## config.mk

```make
export PLATFORM = sky130hd
export DESIGN_NAME = keypad_entry
export DESIGN_NICKNAME = d
export VERILOG_FILES = /design/src/rtl/calc_pkg.sv /design/src/rtl/keypad_scan.sv /design/src/rtl/keypad_entry.sv
export SDC_FILE = /design/constraint.sdc
export NUM_CORES = 1
export LEC_CHECK = 0
export CAP_MARGIN = 20
export CORE_MARGIN = 3
export CORE_UTILIZATION = 40
export DETAILED_ROUTE_END_ITERATION = 10
export HOLD_SLACK_MARGIN = 0.12
export PLACE_DENSITY = 0.71
export SLEW_MARGIN = 15
export SYNTH_ARGS = -nofsm -noshare
export SYNTH_HDL_FRONTEND = slang
export SYNTH_SLANG_ARGS = --single-unit
```

## constraint.sdc

```tcl
create_clock -name clk -period 5.58 [get_ports clk]
set_input_delay 1.116 -clock clk [delete_from_list [all_inputs] [get_ports clk]]
set_output_delay 1.116 -clock clk [all_outputs]
set_load 0.005 [all_outputs]
```

## src/rtl/calc_pkg.sv

```systemverilog
// Shared types and constants for the calculator operand-entry path:
// debounce states, per-scan results, column drive patterns and operand sizing.
package calc_pkg;

    typedef enum logic [1:0] {
        IDLE        = 2'd0,
        PRESS_DEB   = 2'd1,
        HELD        = 2'd2,
        RELEASE_DEB = 2'd3
    } deb_state_t;

    typedef enum logic [1:0] {
        NONE  = 2'd0,
        ONE   = 2'd1,
        MULTI = 2'd2
    } scan_result_t;

    localparam int DIGITS    = 4;
    localparam int OPERAND_W = 16;
    localparam int CODE_W    = 4;

    // Active-low column drive, column 0 in the low nibble.
    localparam logic [15:0] COL_PATTERNS = {4'b0111, 4'b1011, 4'b1101, 4'b1110};

    function automatic logic [3:0] col_pattern(input logic [1:0] idx);
        return COL_PATTERNS[{idx, 2'b00} +: 4];
    endfunction

endpackage

```

## src/rtl/keypad_scan.sv

```systemverilog
// 4x4 keypad column scanner: synchronises rows, steps the column drive and
// reduces each full scan of 16 key samples to NONE / ONE(code) / MULTI.
module keypad_scan
    import calc_pkg::*;
#(
    parameter int SCAN_DIV = 2048
) (
    input  logic              clk,
    input  logic              reset,
    input  logic [3:0]        row,
    output logic [3:0]        col,
    output logic              scan_done,
    output logic [1:0]        result,
    output logic [CODE_W-1:0] code
);

    localparam int DIV_W = (SCAN_DIV > 2) ? $clog2(SCAN_DIV) : 1;
    localparam logic [DIV_W-1:0] DIV_LAST = DIV_W'(SCAN_DIV - 1);

    logic [3:0]        row_meta_reg;
    logic [3:0]        row_sync_reg;
    logic [DIV_W-1:0]  div_cnt_reg;
    logic [1:0]        col_idx_reg;
    logic [3:0]        col_reg;
    logic              win_last;
    logic              last_d1_reg;
    logic              last_d2_reg;
    logic [1:0]        idx_d1_reg;
    logic [1:0]        idx_d2_reg;
    logic [1:0]        acc_hits_reg;
    logic [CODE_W-1:0] acc_code_reg;
    logic              done_reg;
    scan_result_t      result_reg;
    logic [CODE_W-1:0] code_reg;

    logic [3:0]        row_low;
    logic [2:0]        low_count;
    logic [1:0]        col_hits;
    logic [1:0]        col_row;
    logic [2:0]        hit_sum;
    logic [1:0]        hits_next;
    logic [CODE_W-1:0] code_next;

    assign win_last = (div_cnt_reg == DIV_LAST);

    always_ff @(posedge clk or posedge reset) begin
        if (reset) begin
            row_meta_reg <= 4'hF;
            row_sync_reg <= 4'hF;
        end else begin
            row_meta_reg <= row;
            row_sync_reg <= row_meta_reg;
        end
    end

    always_ff @(posedge clk or posedge reset) begin
        if (reset) begin
            div_cnt_reg <= '0;
            col_idx_reg <= 2'd0;
            col_reg     <= col_pattern(2'd0);
        end else if (win_last) begin
            div_cnt_reg <= '0;
            col_idx_reg <= col_idx_reg + 2'd1;
            col_reg     <= col_pattern(col_idx_reg + 2'd1);
        end else begin
            div_cnt_reg <= div_cnt_reg + 1'b1;
        end
    end

    // The synchroniser delays row by two cycles, so the "last cycle of the
    // window" marker and its column index are delayed to match.
    always_ff @(posedge clk or posedge reset) begin
        if (reset) begin
            last_d1_reg <= 1'b0;
            last_d2_reg <= 1'b0;
            idx_d1_reg  <= 2'd0;
            idx_d2_reg  <= 2'd0;
        end else begin
            last_d1_reg <= win_last;
            last_d2_reg <= last_d1_reg;
            idx_d1_reg  <= col_idx_reg;
            idx_d2_reg  <= idx_d1_reg;
        end
    end

    for (genvar gi = 0; gi < 4; gi++) begin : g_row_low
        assign row_low[gi] = ~row_sync_reg[gi];
    end

    always_comb begin
        low_count = {2'b00, row_low[0]} + {2'b00, row_low[1]}
                  + {2'b00, row_low[2]} + {2'b00, row_low[3]};
        col_hits  = (low_count >= 3'd2) ? 2'd2 : low_count[1:0];
        col_row   = 2'd0;
        for (int r = 3; r >= 0; r--) begin
            if (row_low[r]) begin
                col_row = 2'(r);
            end
        end
        hit_sum   = {1'b0, acc_hits_reg} + {1'b0, col_hits};
        hits_next = (hit_sum >= 3'd2) ? 2'd2 : hit_sum[1:0];
        code_next = (col_hits == 2'd1) ? {col_row, idx_d2_reg} : acc_code_reg;
    end

    always_ff @(posedge clk or posedge reset) begin
        if (reset) begin
            acc_hits_reg <= 2'd0;
            acc_code_reg <= '0;
            done_reg     <= 1'b0;
            result_reg   <= NONE;
            code_reg     <= '0;
        end else begin
            done_reg <= 1'b0;
            if (last_d2_reg) begin
                if (idx_d2_reg == 2'd3) begin
                    done_reg     <= 1'b1;
                    code_reg     <= code_next;
                    acc_hits_reg <= 2'd0;
                    acc_code_reg <= '0;
                    case (hits_next)
                        2'd0:    result_reg <= NONE;
                        2'd1:    result_reg <= ONE;
                        default: result_reg <= MULTI;
                    endcase
                end else begin
                    acc_hits_reg <= hits_next;
                    acc_code_reg <= code_next;
                end
            end
        end
    end

    assign col       = col_reg;
    assign scan_done = done_reg;
    assign result    = result_reg;
    assign code      = code_reg;

endmodule

```

## src/rtl/keypad_entry.sv

```systemverilog
// Keypad operand entry: debounces scanned keys, shifts accepted hex digits into
// a 16-bit operand and hands it to the calculator on enter.
module keypad_entry
    import calc_pkg::*;
#(
    parameter int SCAN_DIV  = 2048,
    parameter int DEB_SCANS = 4
) (
    input  logic        clk,
    input  logic        reset,
    input  logic [3:0]  row,
    output logic [3:0]  col,
    input  logic        enter,
    input  logic        clear,
    input  logic        busy,
    output logic [15:0] data,
    output logic        data_valid,
    output logic [2:0]  digit_count,
    output logic        key_strobe,
    output logic [3:0]  key_code
);

    localparam int CNT_W = (DEB_SCANS > 1) ? $clog2(DEB_SCANS + 1) : 1;
    localparam logic [CNT_W-1:0] DEB_TARGET = CNT_W'(DEB_SCANS);
    localparam logic [CNT_W-1:0] CNT_ONE    = CNT_W'(1);

    logic              scan_done;
    logic [1:0]        scan_result;
    logic [CODE_W-1:0] scan_code;
    logic              is_one;

    deb_state_t        state_reg, state_next;
    logic [CODE_W-1:0] cand_reg, cand_next;
    logic [CNT_W-1:0]  cnt_reg, cnt_next;
    logic              accept;

    logic [OPERAND_W-1:0] data_reg;
    logic [2:0]           count_reg;
    logic                 data_valid_reg;
    logic                 pend_reg;
    logic                 key_strobe_reg;
    logic [CODE_W-1:0]    key_code_reg;
    logic [OPERAND_W-1:0] base_data;
    logic [2:0]           base_count;

    keypad_scan #(
        .SCAN_DIV(SCAN_DIV)
    ) u_scan (
        .clk       (clk),
        .reset     (reset),
        .row       (row),
        .col       (col),
        .scan_done (scan_done),
        .result    (scan_result),
        .code      (scan_code)
    );

    assign is_one = (scan_result == ONE);

    always_ff @(posedge clk or posedge reset) begin
        if (reset) begin
            state_reg <= IDLE;
            cand_reg  <= '0;
            cnt_reg   <= '0;
        end else begin
            state_reg <= state_next;
            cand_reg  <= cand_next;
            cnt_reg   <= cnt_next;
        end
    end

    // MULTI is treated like NONE everywhere: it never builds a press count.
    always_comb begin
        state_next = state_reg;
        cand_next  = cand_reg;
        cnt_next   = cnt_reg;
        accept     = 1'b0;
        if (scan_done) begin
            case (state_reg)
                IDLE: begin
                    if (is_one) begin
                        cand_next = scan_code;
                        cnt_next  = CNT_ONE;
                        if (cnt_next >= DEB_TARGET) begin
                            accept     = 1'b1;
                            state_next = HELD;
                        end else begin
                            state_next = PRESS_DEB;
                        end
                    end
                end
                PRESS_DEB: begin
                    if (is_one) begin
                        cnt_next  = (scan_code == cand_reg) ? cnt_reg + CNT_ONE : CNT_ONE;
                        cand_next = scan_code;
                        if (cnt_next >= DEB_TARGET) begin
                            accept     = 1'b1;
                            state_next = HELD;
                        end
                    end else begin
                        state_next = IDLE;
                    end
                end
                HELD: begin
                    if (!is_one) begin
                        cnt_next   = CNT_ONE;
                        state_next = (cnt_next >= DEB_TARGET) ? IDLE : RELEASE_DEB;
                    end
                end
                RELEASE_DEB: begin
                    if (is_one) begin
                        state_next = HELD;
                    end else begin
                        cnt_next = cnt_reg + CNT_ONE;
                        if (cnt_next >= DEB_TARGET) begin
                            state_next = IDLE;
                        end
                    end
                end
                default: state_next = IDLE;
            endcase
        end
    end

    // After a hand-off the operand stays visible for the data_valid cycle and
    // is zeroed one cycle later; a digit arriving then lands on the fresh operand.
    always_comb begin
        base_data  = pend_reg ? '0 : data_reg;
        base_count = pend_reg ? 3'd0 : count_reg;
    end

    always_ff @(posedge clk or posedge reset) begin
        if (reset) begin
            data_reg       <= '0;
            count_reg      <= 3'd0;
            data_valid_reg <= 1'b0;
            pend_reg       <= 1'b0;
            key_strobe_reg <= 1'b0;
            key_code_reg   <= '0;
        end else begin
            key_strobe_reg <= accept;
            if (accept) begin
                key_code_reg <= cand_next;
            end
            data_valid_reg <= 1'b0;
            pend_reg       <= 1'b0;
            if (clear) begin
                data_reg  <= '0;
                count_reg <= 3'd0;
            end else if (enter && !busy) begin
                data_valid_reg <= 1'b1;
                pend_reg       <= 1'b1;
                data_reg       <= base_data;
                count_reg      <= base_count;
            end else begin
                data_reg  <= base_data;
                count_reg <= base_count;
                if (accept && (base_count < 3'(DIGITS))) begin
                    data_reg  <= {base_data[OPERAND_W-CODE_W-1:0], cand_next};
                    count_reg <= base_count + 3'd1;
                end
            end
        end
    end

    assign data        = data_reg;
    assign data_valid  = data_valid_reg;
    assign digit_count = count_reg;
    assign key_strobe  = key_strobe_reg;
    assign key_code    = key_code_reg;

endmodule

```

=== After elaboration in Yosys (flattened, before gate mapping) ===
Index checks and enable logic that the tools add are counted.

* Word-level logic and storage cells: 107
* Bits in registers: 78
* Bits of input ports: 9
* Output and inout port bits: 29

* Mux-type cells: 43
* Bitwise logic cells: 4
* Add/sub/neg operators: 8
* $lt $le $gt $ge: 5
* Reductions and logical operators: 9
* Equal/unequal tests: 15
* Shift-type cells: 1

{| class="wikitable"
|+ Operators with widths
! cell !! count
|-
| 16-bit two-way mux || 4
|-
| 3-bit two-way mux || 9
|-
| 2-bit two-way mux || 13
|-
| 4-bit two-way mux || 5
|-
| 16-bit by 5-bit indexed part select with 4-bit output (first input constant) || 1
|-
| 3-bit one-hot mux with 4 select lines || 1
|-
| 11-bit by 1-bit adder with 11-bit output (second input constant) || 1
|-
| 11-bit == test (second input constant) || 1
|-
| 11-bit two-way mux || 1
|-
| 5-bit AND reduction || 2
|-
| 2-bit by 1-bit == test with 1-bit output (second input constant) || 4
|-
| 1-bit two-way mux || 8
|-
| 2-bit inequality test (second input constant) || 4
|-
| 2-bit one-hot mux with 4 select lines || 1
|-
| 3-bit by 1-bit adder with 3-bit output || 2
|-
| 3-bit by 1-bit adder with 3-bit output (second input constant) || 2
|-
| 2-bit == test (second input constant) || 3
|-
| 3-bit by 2-bit greater-or-equal comparator with 1-bit output (second input constant) || 2
|-
| 3-bit greater-or-equal comparator (second input constant) || 2
|-
| 3-bit inequality test (second input constant) || 2
|-
| 4-bit == test || 1
|-
| 2-bit zero test || 2
|-
| 1-bit inverter || 4
|-
| 2-bit one-hot mux with 2 select lines || 1
|-
| 8 further kinds || 9
|}

=== Longest topological paths before layout ===
* Depth after elaboration: 11
* Depth in mapped cells: 12
* Depth with buffers taken out: 12

=== By module ===
A second synthesis with hierarchy kept.

* Cells, all modules: 291
* Area, all modules: 3512.1 um^2

{| class="wikitable"
|+ By module, submodules not included
! module !! cells each !! area each (um^2) !! sequential area each (um^2) !! times used
|-
| keypad_scan || 156 || 1871.8 || 1114.8 || 1
|-
| keypad_entry || 135 || 1640.3 || 850.8 || 1
|}

=== Worst setup path before layout ===
OpenSTA, ideal clock, no wires.

* Path type: register to register
* From: register u_scan.row_sync_reg[0]
* To: register u_scan.acc_hits_reg[1]
* Clock period less this slack: 2648 ps
* Required time: 5446 ps
* Data arrival time: 2514 ps
* Slack: 2932 ps
* Path buffers: 0
* Stages on the path, launching flop included: 13
* Setup time: 134 ps
* Path through: dfstp_2 > inv_1 > ha_1 > fa_1 > inv_1 > ha_1 > and2_1 > ha_1 > inv_1 > fa_1 > nand2_1 > nand3_1 > o21ai_0

* Cells in the longest elaborated chain, start to end: 10

{| class="wikitable"
|+ Ends and longest elaborated chain
! what !! RTL line !! RTL
|-
| start, declared || keypad_scan.sv:21 || <nowiki>logic [3:0] row_sync_reg;</nowiki>
|-
| start signal, assigned || keypad_scan.sv:52 || <nowiki>row_sync_reg <= row_meta_reg;</nowiki>
|-
| 1-bit inverter (*) || keypad_scan.sv:87 || <nowiki>assign row_low[gi] = ~row_sync_reg[gi];</nowiki>
|-
| 1-bit by 1-bit adder with 2-bit output (*) || keypad_scan.sv:91 || <nowiki>low_count = {2'b00, row_low[0]} + {2'b00, row_low[1]}</nowiki>
|-
| 3-bit by 1-bit adder with 3-bit output (*) (2 in a row) || keypad_scan.sv:92 || <nowiki>+ {2'b00, row_low[2]} + {2'b00, row_low[3]};</nowiki>
|-
| 3-bit by 2-bit greater-or-equal comparator with 1-bit output || keypad_scan.sv:93 || <nowiki>col_hits = (low_count >= 3'd2) ? 2'd2 : low_count[1:0];</nowiki>
|-
| 2-bit two-way mux (*) || keypad_scan.sv:93 ||
|-
| 2-bit by 2-bit adder with 3-bit output (*) || keypad_scan.sv:100 || <nowiki>hit_sum = {1'b0, acc_hits_reg} + {1'b0, col_hits};</nowiki>
|-
| 3-bit by 2-bit greater-or-equal comparator with 1-bit output || keypad_scan.sv:101 || <nowiki>hits_next = (hit_sum >= 3'd2) ? 2'd2 : hit_sum[1:0];</nowiki>
|-
| 2-bit two-way mux (*) || keypad_scan.sv:101 ||
|-
| 2-bit two-way mux (*) || keypad_scan.sv:115 || <nowiki>if (idx_d2_reg == 2'd3) begin</nowiki>
|-
| end signal, assigned || keypad_scan.sv:126 || <nowiki>acc_hits_reg <= hits_next;</nowiki>
|-
| end, declared || keypad_scan.sv:30 || <nowiki>logic [1:0] acc_hits_reg;</nowiki>
|}

Mark *: on every way between the ends. The rest lies on a longest branch, timed or not.
A chain may end at the register's enable or synchronous reset.

=== Worst setup path after layout ===
* From: register u_scan.row_sync_reg[0]
* To: register u_scan.result_reg[0] (netlist: u_scan.result[0])

* Cells in the longest elaborated chain, start to end: 11
* Elaborated cells between the ends (all ways): 12
* Classes of those cells: add/sub: 4; order compare: 2; eq/ne: 1; mux: 3; bitwise: 1; reduce/logical: 1

{| class="wikitable"
|+ Ends and longest elaborated chain
! what !! RTL line !! RTL
|-
| 1-bit inverter (*) || keypad_scan.sv:87 ||
|-
| 1-bit by 1-bit adder with 2-bit output (*) || keypad_scan.sv:91 ||
|-
| 3-bit by 1-bit adder with 3-bit output (*) (2 in a row) || keypad_scan.sv:92 ||
|-
| 3-bit by 2-bit greater-or-equal comparator with 1-bit output || keypad_scan.sv:93 ||
|-
| 2-bit two-way mux (*) || keypad_scan.sv:93 ||
|-
| 2-bit by 2-bit adder with 3-bit output (*) || keypad_scan.sv:100 ||
|-
| 3-bit by 2-bit greater-or-equal comparator with 1-bit output || keypad_scan.sv:101 ||
|-
| 2-bit two-way mux (*) || keypad_scan.sv:101 ||
|-
| 2-bit by 1-bit == test with 1-bit output / 2-bit zero test (equally long branches) || keypad_scan.sv:120 || <nowiki>case (hits_next)</nowiki>
|-
| 2-bit one-hot mux with 2 select lines (*) || keypad_scan.sv:120 ||
|-
| end signal, assigned || keypad_scan.sv:121 || <nowiki>2'd0: result_reg <= NONE;</nowiki>
|-
| end signal, assigned || keypad_scan.sv:122 || <nowiki>2'd1: result_reg <= ONE;</nowiki>
|-
| end signal, assigned || keypad_scan.sv:123 || <nowiki>default: result_reg <= MULTI;</nowiki>
|-
| end, declared || keypad_scan.sv:33 || <nowiki>scan_result_t result_reg;</nowiki>
|}

Marks and branches as above.

==> flow_metrics.env <==
export IMPL_grt_ovfl_total=0
export IMPL_die_w_um=98.0
export IMPL_worstPathArrival_ns=3.05
export IMPL_power_uw=1050
export IMPL_max_cap_viol_count=0
export IMPL_leakagePower_uw=0.00181
export IMPL_core_area_mm2=0.00797
export IMPL_slew_headroom_pct=39.1
export IMPL_routed_wirelength_um=5400
export IMPL_syn_area_per_cell_um2=11.8
export IMPL_yosysUniqueCellTypes=39
export IMPL_syn_inst=288
export IMPL_synth_seq_cells=78
export IMPL_portBuffers=37
export IMPL_setup_viol=0
export IMPL_syn_area_mm2=0.00338
export IMPL_clock_path_buffers=2
export IMPL_cts_root_buf="clkbuf_8"
export IMPL_tightest_slew_ns=0.910
export IMPL_post_cts_setup_buffers=0
export IMPL_cts_buffers=9
export IMPL_vias=2138
export IMPL_slew_violations=0
export IMPL_htree_levels=3
export IMPL_end_kind="flop"
export IMPL_finalCritPeriodShare_pct=50.1
export IMPL_yosys_warnings=0
export IMPL_min_delay_start="u_scan.idx_d1_reg[0]"
export IMPL_insertion_delay_ns=0.34
export IMPL_first_pass_iters=4
export IMPL_cts_sinks=78
export IMPL_syn2layout_area_growth_pct=19.5
export IMPL_status="finished clean"
export IMPL_cp_max_fo=3
export IMPL_vias_per_cell=4.88
export IMPL_hold_class="flop to flop"
export IMPL_yosysSeqAreaShare_pct=58.1
export IMPL_timing_final_hold_violations=0
export IMPL_ir_drop_uv=160
export IMPL_die_area_mm2=0.00960
export IMPL_nNetsFinal=353
export IMPL_cts_clk_slew_worst_paths_ns=0.07
export IMPL_drc_errors=0
export IMPL_holdWs_ns=0.349
export IMPL_cts_tree="yes"
export IMPL_grt_use_total_pct=12.4
export IMPL_ant_nets=0
export IMPL_wl_per_cell_um=12.3
export IMPL_grt_pass1_vias=2168
export IMPL_num_io_pins=38
export IMPL_setup_tns_ns=0
export IMPL_clock_skew_ns=0.0129
export IMPL_cts_hold_buf=0
export IMPL_powerDensity_mw_per_mm2=259
export IMPL_fp_dieH_um=98.0
export IMPL_rows=32
export IMPL_required_ns=5.83
export IMPL_final_area_mm2=0.00404
export IMPL_gp_congestion=0.749
export IMPL_max_freq_ghz=0.357
export IMPL_final_min_clock_period_ns=2.80
export IMPL_fill_cells=711
export IMPL_r2r_start="u_scan.row_sync_reg[0]"
export IMPL_worstSetupPathType="flop to flop"
export IMPL_syn_num_nets=310
export IMPL_drt_iter0_drc=48
export IMPL_antenna_cells=0
export IMPL_grt_max_degree=43
export IMPL_antenna_found_initial=0
export IMPL_dpl_cell_area_mm2=0.00383
export IMPL_final_util_pct=50.8
export IMPL_initial_utilization_pct=42.5
export IMPL_grt_pass1_wl_um=9690
export IMPL_cp_startpoint="u_scan.row_sync_reg[0]"
export IMPL_post_cts_resized=0
export IMPL_startpoint_type="flop"
export IMPL_dp_hpwl_um=3880
export IMPL_drive_gt1_share_pct=12.2
export IMPL_rsz0062_at_grt="false"
export IMPL_largest_reg_flops=16
## placed cells by master (no fill, tap or decap), types with 3 or more instances in the layout
| cell | count |
|---|---|
| nand3_1 | 11 |
| clkbuf_1 | 3 |
| nand2b_1 | 7 |
| nand2_1 | 34 |
| clkdlybuf4s50_1 | 37 |
| nor2b_1 | 7 |
| ha_1 | 11 |
| a21oi_1 | 10 |
| xor2_1 | 7 |
| and2_1 | 4 |
| mux2_2 | 10 |
| dfstp_2 | 11 |
| nand4_1 | 3 |
| clkbuf_8 | 9 |
| nor2_1 | 14 |
| o22ai_1 | 5 |
| mux2i_1 | 17 |
| xnor2_1 | 8 |
| dfrtp_1 | 67 |
| inv_1 | 19 |
| o21ai_0 | 11 |
## per-layer routing
layer | share of wire, % | GRT usage [%] | routed length [um]
met5 | 0 | 0 | 0
met4 | 1.4 | 4.79 | 78
met3 | 5.4 | 4.21 | 293
met2 | 48 | 20.3 | 2620
met1 | 45 | 15.3 | 2410
## cells by family after synthesis
group           after synthesis  synth area share, %
flops                        78                 58.1
buf+inv                      26                 3.84
compound gates               34                 5.99
simple gates                 95                 14.6
fa+ha+maj                    13                 5.25
xor+xnor                     15                 3.88
mux                          27                 8.35
## report_power, final
part / internal, uW / leakage [uW] / switching (uW) / total (uW)
sequential: 571 / 0.00104 / 1.38 / 572
clock: 253 / 0.000105 / 186 / 438
combinational: 13.6 / 0.000668 / 23.6 / 37.1
## per-stage QoR
stage / instances / worst slack, ns
4_1_cts: 438 / 2.74
2_1_floorplan: 288 / 2.49
5_1_grt: 438 / 2.52
3_3_place_gp: 422 / 2.74
6_report: 438 / 2.78
3_5_place_dp: 422 / 2.62
## final cells by class
class	instances	area [um2]	area share [%]
Tap cell	102	128	3.16
Clock inverter	4	73.8	1.83
Inverter	20	75.1	1.86
Multi-Input combinational cell	184	1290	31.9
Clock buffer	12	135	3.34
Sequential cell	78	1970	48.6
Timing Repair Buffer	38	378	9.34
## path summary, 6_finish.rpt
kind                       depth (start not counted)                      to  slack (ns)
setup / recovery                                  11        u_scan.result[0]        2.78
min in group asynchronous                          2          digit_count[2]        1.28
hold reg to reg                                    0    u_scan.idx_d2_reg[0]        0.35
hold / removal                                     0    u_scan.idx_d2_reg[0]        0.35
max in group asynchronous                          3  u_scan.row_sync_reg[1]        3.31
setup reg to reg                                  11        u_scan.result[0]        2.78
## synth_stat cells, drive strengths merged
library cell	count	area, um2
a31oi	1	6.26
clkbuf	4	15.0
xnor2	8	70.1
and4bb	1	12.5
o21ai	11	55.1
nor2b	7	43.8
ha	11	138
mux2	10	113
nand3	11	55.1
or2b	2	17.5
nand2b	7	43.8
or3	1	6.26
xor2	7	61.3
nor3	2	10.0
a21o	1	7.51
mux2i	17	170
nor4	2	27.5
nor3b	1	7.51
o2111ai	2	17.5
and4	1	11.3
o22ai	5	31.3
o22a	2	17.5
nor2	14	52.6
fa	2	40.0
a21oi	10	50.1
nand2	34	128
and2	4	25.0
nand4	3	18.8
inv	20	75.1
o31a	1	8.76
dfrtp	67	1680
a2111oi	1	8.76
dfstp	11	289
buf	2	40.0
nand3b	1	7.51
or4	1	7.51
and3	3	20.0
## critical path, stage by stage (launching register included)
cell and delay [ns]:
dfstp_2 0.52, inv_1 0.05, ha_1 0.31, fa_1 0.45, inv_1 0.07, ha_1 0.16
and2_1 0.15, ha_1 0.15, inv_1 0.05, fa_1 0.54, nand3_1 0.11, o21ai_0 0.15
Note: power is estimated with default switching activity, not from simulation.
